[src/rtl/ccff_loader_pkg.sv]
// Shared types and defaults for the CCFF chain loader.
package ccff_loader_pkg;

    // Loader control states.
    typedef enum logic [1:0] {
        StIdle  = 2'd0,
        StLoad  = 2'd1,
        StCheck = 2'd2,
        StDone  = 2'd3
    } loader_state_e;

    localparam int unsigned DefaultChainLen = 1024;
    localparam int unsigned DefaultWordW    = 8;

    // Number of bits of the next word that still fit in the chain.
    function automatic int unsigned bits_to_take(input int unsigned remaining,
                                                 input int unsigned word_w);
        return (remaining < word_w) ? remaining : word_w;
    endfunction

endpackage

[src/rtl/config_word_serializer.sv]
// Single-word parallel-to-serial converter, LSB first, with a loadable bit count so a
// partial final word only presents the bits that belong to the chain.
module config_word_serializer #(
    parameter int unsigned WORD_W = 8,
    parameter int unsigned CNT_BW = $clog2(WORD_W + 1)
) (
    input  logic              prog_clk,
    input  logic              pReset_n,
    input  logic              clear,
    input  logic              load,
    input  logic [WORD_W-1:0] load_data,
    input  logic [CNT_BW-1:0] load_bits,
    input  logic              advance,
    output logic              bit_out,
    output logic              last_bit,
    output logic              empty
);

    logic [WORD_W-1:0] sreg_q, sreg_d;
    logic [CNT_BW-1:0] rem_q, rem_d;

    // Next-state: clear beats load, load beats shift (load overlaps the last bit's shift).
    always_comb begin
        sreg_d = sreg_q;
        rem_d  = rem_q;
        if (clear) begin
            sreg_d = '0;
            rem_d  = '0;
        end else if (load) begin
            sreg_d = load_data;
            rem_d  = load_bits;
        end else if (advance && (rem_q != '0)) begin
            sreg_d = {1'b0, sreg_q[WORD_W-1:1]};
            rem_d  = rem_q - 1'b1;
        end
    end

    // Word shift register and remaining-bit count.
    always_ff @(posedge prog_clk or negedge pReset_n) begin
        if (!pReset_n) begin
            sreg_q <= '0;
            rem_q  <= '0;
        end else begin
            sreg_q <= sreg_d;
            rem_q  <= rem_d;
        end
    end

    assign bit_out  = sreg_q[0];
    assign last_bit = (rem_q == CNT_BW'(1));
    assign empty    = (rem_q == '0);

endmodule

[src/rtl/ccff_chain_loader.sv]
// Streams bitstream words into the CCFF scan chain, counts exactly CHAIN_LEN shifts,
// then checks that the first bit shifted has arrived at the chain tail.
module ccff_chain_loader
    import ccff_loader_pkg::*;
#(
    parameter int unsigned WORD_W    = DefaultWordW,
    parameter int unsigned CHAIN_LEN = DefaultChainLen,
    parameter int unsigned CNT_W     = $clog2(CHAIN_LEN + 1)
) (
    input  logic              prog_clk,
    input  logic              pReset_n,
    input  logic              start,
    input  logic              abort,
    input  logic [WORD_W-1:0] word_data,
    input  logic              word_valid,
    output logic              word_ready,
    output logic              ccff_head,
    output logic              ccff_shift_en,
    input  logic              ccff_tail,
    output logic              busy,
    output logic              config_done,
    output logic              chain_err
);

    localparam int unsigned BIT_W = $clog2(WORD_W + 1);
    localparam logic [CNT_W-1:0] ChainLen  = CNT_W'(CHAIN_LEN);
    localparam logic [CNT_W-1:0] ChainLast = CNT_W'(CHAIN_LEN - 1);

    if (WORD_W < 2) begin : g_word_w_check
        $error("WORD_W must be at least 2");
    end
    if (CHAIN_LEN < 2) begin : g_chain_len_check
        $error("CHAIN_LEN must be at least 2");
    end

    loader_state_e state_q, state_d;
    logic [CNT_W-1:0] acc_q, acc_d;   // bits accepted into the serializer this load
    logic [CNT_W-1:0] cnt_q, cnt_d;   // bits actually shifted into the chain
    logic             first_bit_q, first_bit_d;
    logic             done_q, done_d;
    logic             err_q, err_d;

    logic             ser_clear;
    logic             ser_bit;
    logic             ser_last;
    logic             ser_empty;
    logic [BIT_W-1:0] load_bits;
    logic             in_load;
    logic             shifting;
    logic             accept;

    config_word_serializer #(
        .WORD_W (WORD_W),
        .CNT_BW (BIT_W)
    ) u_serializer (
        .prog_clk  (prog_clk),
        .pReset_n  (pReset_n),
        .clear     (ser_clear),
        .load      (accept),
        .load_data (word_data),
        .load_bits (load_bits),
        .advance   (shifting),
        .bit_out   (ser_bit),
        .last_bit  (ser_last),
        .empty     (ser_empty)
    );

    // Handshake and shift qualifiers; the final word is trimmed to what the chain still needs.
    always_comb begin
        in_load   = (state_q == StLoad);
        load_bits = BIT_W'(bits_to_take(CHAIN_LEN - 32'(acc_q), WORD_W));
        // Accept while empty, or while the last bit leaves, so words run back to back.
        word_ready = in_load && (acc_q < ChainLen) && (ser_empty || ser_last);
        shifting   = in_load && !ser_empty;
        accept     = word_valid && word_ready;
    end

    // Chain-facing and status outputs.
    always_comb begin
        ccff_shift_en = shifting;
        ccff_head     = shifting & ser_bit;
        busy          = (state_q == StLoad) || (state_q == StCheck);
        config_done   = done_q;
        chain_err     = err_q;
    end

    // Control FSM next-state, counters and integrity check.
    always_comb begin
        state_d     = state_q;
        acc_d       = acc_q;
        cnt_d       = cnt_q;
        first_bit_d = first_bit_q;
        done_d      = done_q;
        err_d       = err_q;
        ser_clear   = 1'b0;

        if (abort) begin
            // Leave the partially loaded chain untouched; just stop and drop status.
            state_d   = StIdle;
            done_d    = 1'b0;
            err_d     = 1'b0;
            ser_clear = 1'b1;
        end else begin
            unique case (state_q)
                StIdle, StDone: begin
                    if (start) begin
                        state_d     = StLoad;
                        acc_d       = '0;
                        cnt_d       = '0;
                        first_bit_d = 1'b0;
                        done_d      = 1'b0;
                        err_d       = 1'b0;
                        ser_clear   = 1'b1;
                    end
                end
                StLoad: begin
                    if (accept) begin
                        acc_d = acc_q + CNT_W'(load_bits);
                    end
                    if (shifting) begin
                        if (cnt_q == '0) begin
                            first_bit_d = ser_bit;
                        end
                        if (cnt_q < ChainLen) begin
                            cnt_d = cnt_q + 1'b1;
                        end
                        if (cnt_q == ChainLast) begin
                            state_d = StCheck;
                        end
                    end
                end
                StCheck: begin
                    // After CHAIN_LEN shifts the first bit loaded must sit in the last CCFF.
                    done_d  = 1'b1;
                    err_d   = ccff_tail ^ first_bit_q;
                    state_d = StDone;
                end
                default: begin
                    state_d = StIdle;
                end
            endcase
        end
    end

    // State and counter registers.
    always_ff @(posedge prog_clk or negedge pReset_n) begin
        if (!pReset_n) begin
            state_q     <= StIdle;
            acc_q       <= '0;
            cnt_q       <= '0;
            first_bit_q <= 1'b0;
            done_q      <= 1'b0;
            err_q       <= 1'b0;
        end else begin
            state_q     <= state_d;
            acc_q       <= acc_d;
            cnt_q       <= cnt_d;
            first_bit_q <= first_bit_d;
            done_q      <= done_d;
            err_q       <= err_d;
        end
    end

endmodule

[config.mk]
export PLATFORM = sky130hd
export DESIGN_NAME = ccff_chain_loader
export DESIGN_NICKNAME = d
export VERILOG_FILES = /design/src/rtl/ccff_loader_pkg.sv /design/src/rtl/config_word_serializer.sv /design/src/rtl/ccff_chain_loader.sv
export SDC_FILE = /design/constraint.sdc
export NUM_CORES = 1
export LEC_CHECK = 0
export ABC_CLOCK_PERIOD_IN_PS = 4300
export BUFFER_PORTS_ARGS = -buffer_cell sky130_fd_sc_hd__buf_4
export CAP_MARGIN = 30
export CORE_ASPECT_RATIO = 1.25
export CORE_MARGIN = 2
export CORE_UTILIZATION = 25
export DETAILED_ROUTE_END_ITERATION = 6
export GPL_ROUTABILITY_DRIVEN = 0
export PLACE_DENSITY_LB_ADDON = 0.08
export SYNTH_ARGS = -nofsm -noshare
export SYNTH_HDL_FRONTEND = slang
export SYNTH_HIERARCHICAL = 1
export SYNTH_SLANG_ARGS = --single-unit
[constraint.sdc]
create_clock -name prog_clk -period 4.3 [get_ports prog_clk]
set_input_delay 0.43 -clock prog_clk [delete_from_list [all_inputs] [get_ports prog_clk]]
set_output_delay 0.43 -clock prog_clk [all_outputs]
set_load 0.02 [all_outputs]
==> metrics.txt <==
status=complete, no violations; overall die height=120 um; CP Class=reg2reg; post-synth top area share=0.360; Core Box Area=0.0106 mm^2; Pwr per Cell Area=~400 mW/mm^2; final period utilization=0.854; maximum VDD drop=0.211 mV; largest net degree at the start of global routing=40; largest buffer count on any clock path=2; RSZ-0062 raised after global routing=no; Synth Flop Type=dfrtp_1; Worst Max-Slew Pin Slew=0.828 ns; H-Tree Depth=2; Total Power=between 1000 and 1500 uW; final hold violation count=0; post-synthesis instance area=0.00271 mm^2; Initial Util=0.256; Final Max Tran Viols=0; CP Data Arrival Time=between 3 and 4 ns; DRT iter0 DRCs=92; vias in the first global route=2,292; routed via count=2,213; clk_skew=~0.0042 ns; TritonRoute pass-1 iters=4; post-synth cell types=61; post-route ant nets=0; Min Hold Slack=0.131 ns; GRT Util Overall=0.126; FMAX=272 MHz; GRT overflow=0; clk slew on worst S/H paths=0.06 ns; first-pass GRT wire length=11,700 um; Placed Cells=around 440; Final Non-Filler Cells=443; number of synthesized flops with an enable pin=0; Syn. warnings=6; Crit path required time=around 4.5 ns; Critical Path Source=acc_q[1]; post-CTS setup buffer count=0; relative slew slack=0.443; CP Capture Type=flop; CP Max Fanout=10; ys async rst share=1.00; CTS Sinks=39; Yosys top cell by area=dfrtp_1; dpl hpwl=about 5000 um; leakage dissipation=0.00134 uW; IO buf count=19; Mapped Avg Cell Area=approximately 9.2 um^2; Setup WS pre-CTS=0.630 ns; layout cell share with drive strength beyond 1=0.151; FF+latch count, synth=39; Tmin final=3.67 ns; hold_buf cts=0; Sum Neg Setup Slack=0 ns; final worst slack=between 0.6 and 0.7 ns; top cells by area, synth=dfrtp_1 36%, ha_1 4.2%, mux2i_1 4.1%; max_cap viols=0; Rows=between 40 and 50; antenna violations before repair=0; CTS tree=done; CTS Root Cell=clkbuf_16; WL/cell=15.6 um; Total Routed Length=6930 um; register area share after synthesis=0.360; Final setup viols=0; Layout area overhead=15.1%; Antenna Cells=0; io pins=20; worst min path class=in2async; Clk Latency, worst-skew pair=0.29 ns; RR Startpoint=acc_q[1]; DRC Markers=0; Post-Synthesis Cells=roughly 290; Final nets=334; total CTS buffers=5; via-per-instance ratio=5.00; die span in x=between 90 and 100 um; die area=0.0117 mm^2; Synth Net Count=between 300 and 400; post_cts resized=0; Critical Path Source Type=flop
synthesized netlist by cell type (4+ instances only):
library cell,instances
nand2_1,19
and2_1,4
o21ai_1,4
dfrtp_1,39
and3_1,6
nor2_1,28
a21oi_1,15
o21ai_0,10
xor2_1,11
nand4_1,5
or3_1,6
nor4_1,7
mux2i_1,11
nand2b_1,5
inv_1,16
nor3b_1,5
xnor2_1,5
nand3_1,8
ha_1,9
o2bb2ai_1,11
clkbuf_1,6
cells in the final DEF, fill, tap and decap left out, types with 4 or more instances in the layout:
cell	netlist	layout
dfrtp_1	39	39
nor2_1	28	28
buf_4	3	24
nand2_1	19	19
inv_1	16	16
a21oi_1	15	15
xor2_1	11	11
mux2i_1	11	11
o2bb2ai_1	11	11
o21ai_0	10	10
ha_1	9	9
nand3_1	8	8
nor4_1	7	7
or3_1	6	6
and3_1	6	6
nand2b_1	5	5
nor3b_1	5	5
nand4_1	5	5
xnor2_1	5	5
clkbuf_16	0	5
and2_1	4	4
o21ai_1	4	4
per-layer routing:
metal  GRT usage  share of wire
met1       0.155           0.45
met2       0.214           0.50
met3      0.0202          0.028
met4      0.0599          0.025
met5           0              0
path summary, 6_finish.rpt:
check                                         endpoint  slack, ns  cells after the start
worst max-delay path                          acc_q[3]       0.63                     14
worst min-delay path                          cnt_q[5]       0.13                      1
worst max register to register                acc_q[3]       0.63                     14
worst min register to register  u_serializer/sreg_q[2]       0.49                      1
max in group asynchronous                     acc_q[2]       3.80                      1
min in group prog_clk                        chain_err       0.37                      2
cell families after synthesis:
group,share of synthesized area
simple gates,0.253
compound gates,0.188
buf+inv,0.0582
xor+xnor,0.0517
flops,0.360
fa+ha+maj,0.0490
mux,0.0406
state kept, by name (all words and copies together) (netlist names):
| signal | count |
|---|---|
| state_q | 2 |
| u_serializer/rem_q | 4 |
| cnt_q | 11 |
| u_serializer/sreg_q | 8 |
| chain_err | 1 |
| first_bit_q | 1 |
| acc_q | 11 |
| config_done | 1 |
metrics by stage:
step,cell area [um^2],utilization
6_report,3120,0.295
5_1_grt,3120,0.295
4_1_cts,3120,0.295
3_5_place_dp,2960,0.280
3_3_place_gp,2960,0.280
2_1_floorplan,2710,-
area by class of cell:
cell class,count,area [um^2]
clock buffer,8,156
fill,1113,7450
inverter,17,63.8
multi-input combinational,223,1580
sequential,39,976
tap,132,165
timing repair buffer,24,180
power by group:
part           total, uW  switching, uW  internal [uW]
logic                425            261            164
clock network        397            150            247
registers            435           37.9            397
total               1260            448            808
worst max-delay path, cell delays in order, from the launching register on:
cell and delay, ns:
dfrtp_1 0.49, inv_1 0.13, ha_1 0.23, nor3b_4 0.17, or4_4 0.59, and2_4 0.19
nor2_8 0.13, and2_1 0.20, ha_1 0.26, and3_1 0.19, a31oi_1 0.18, a21oi_1 0.06
o22a_1 0.21, or4_1 0.47, nand4_1 0.10
Power figures use the tool's default switching activity.
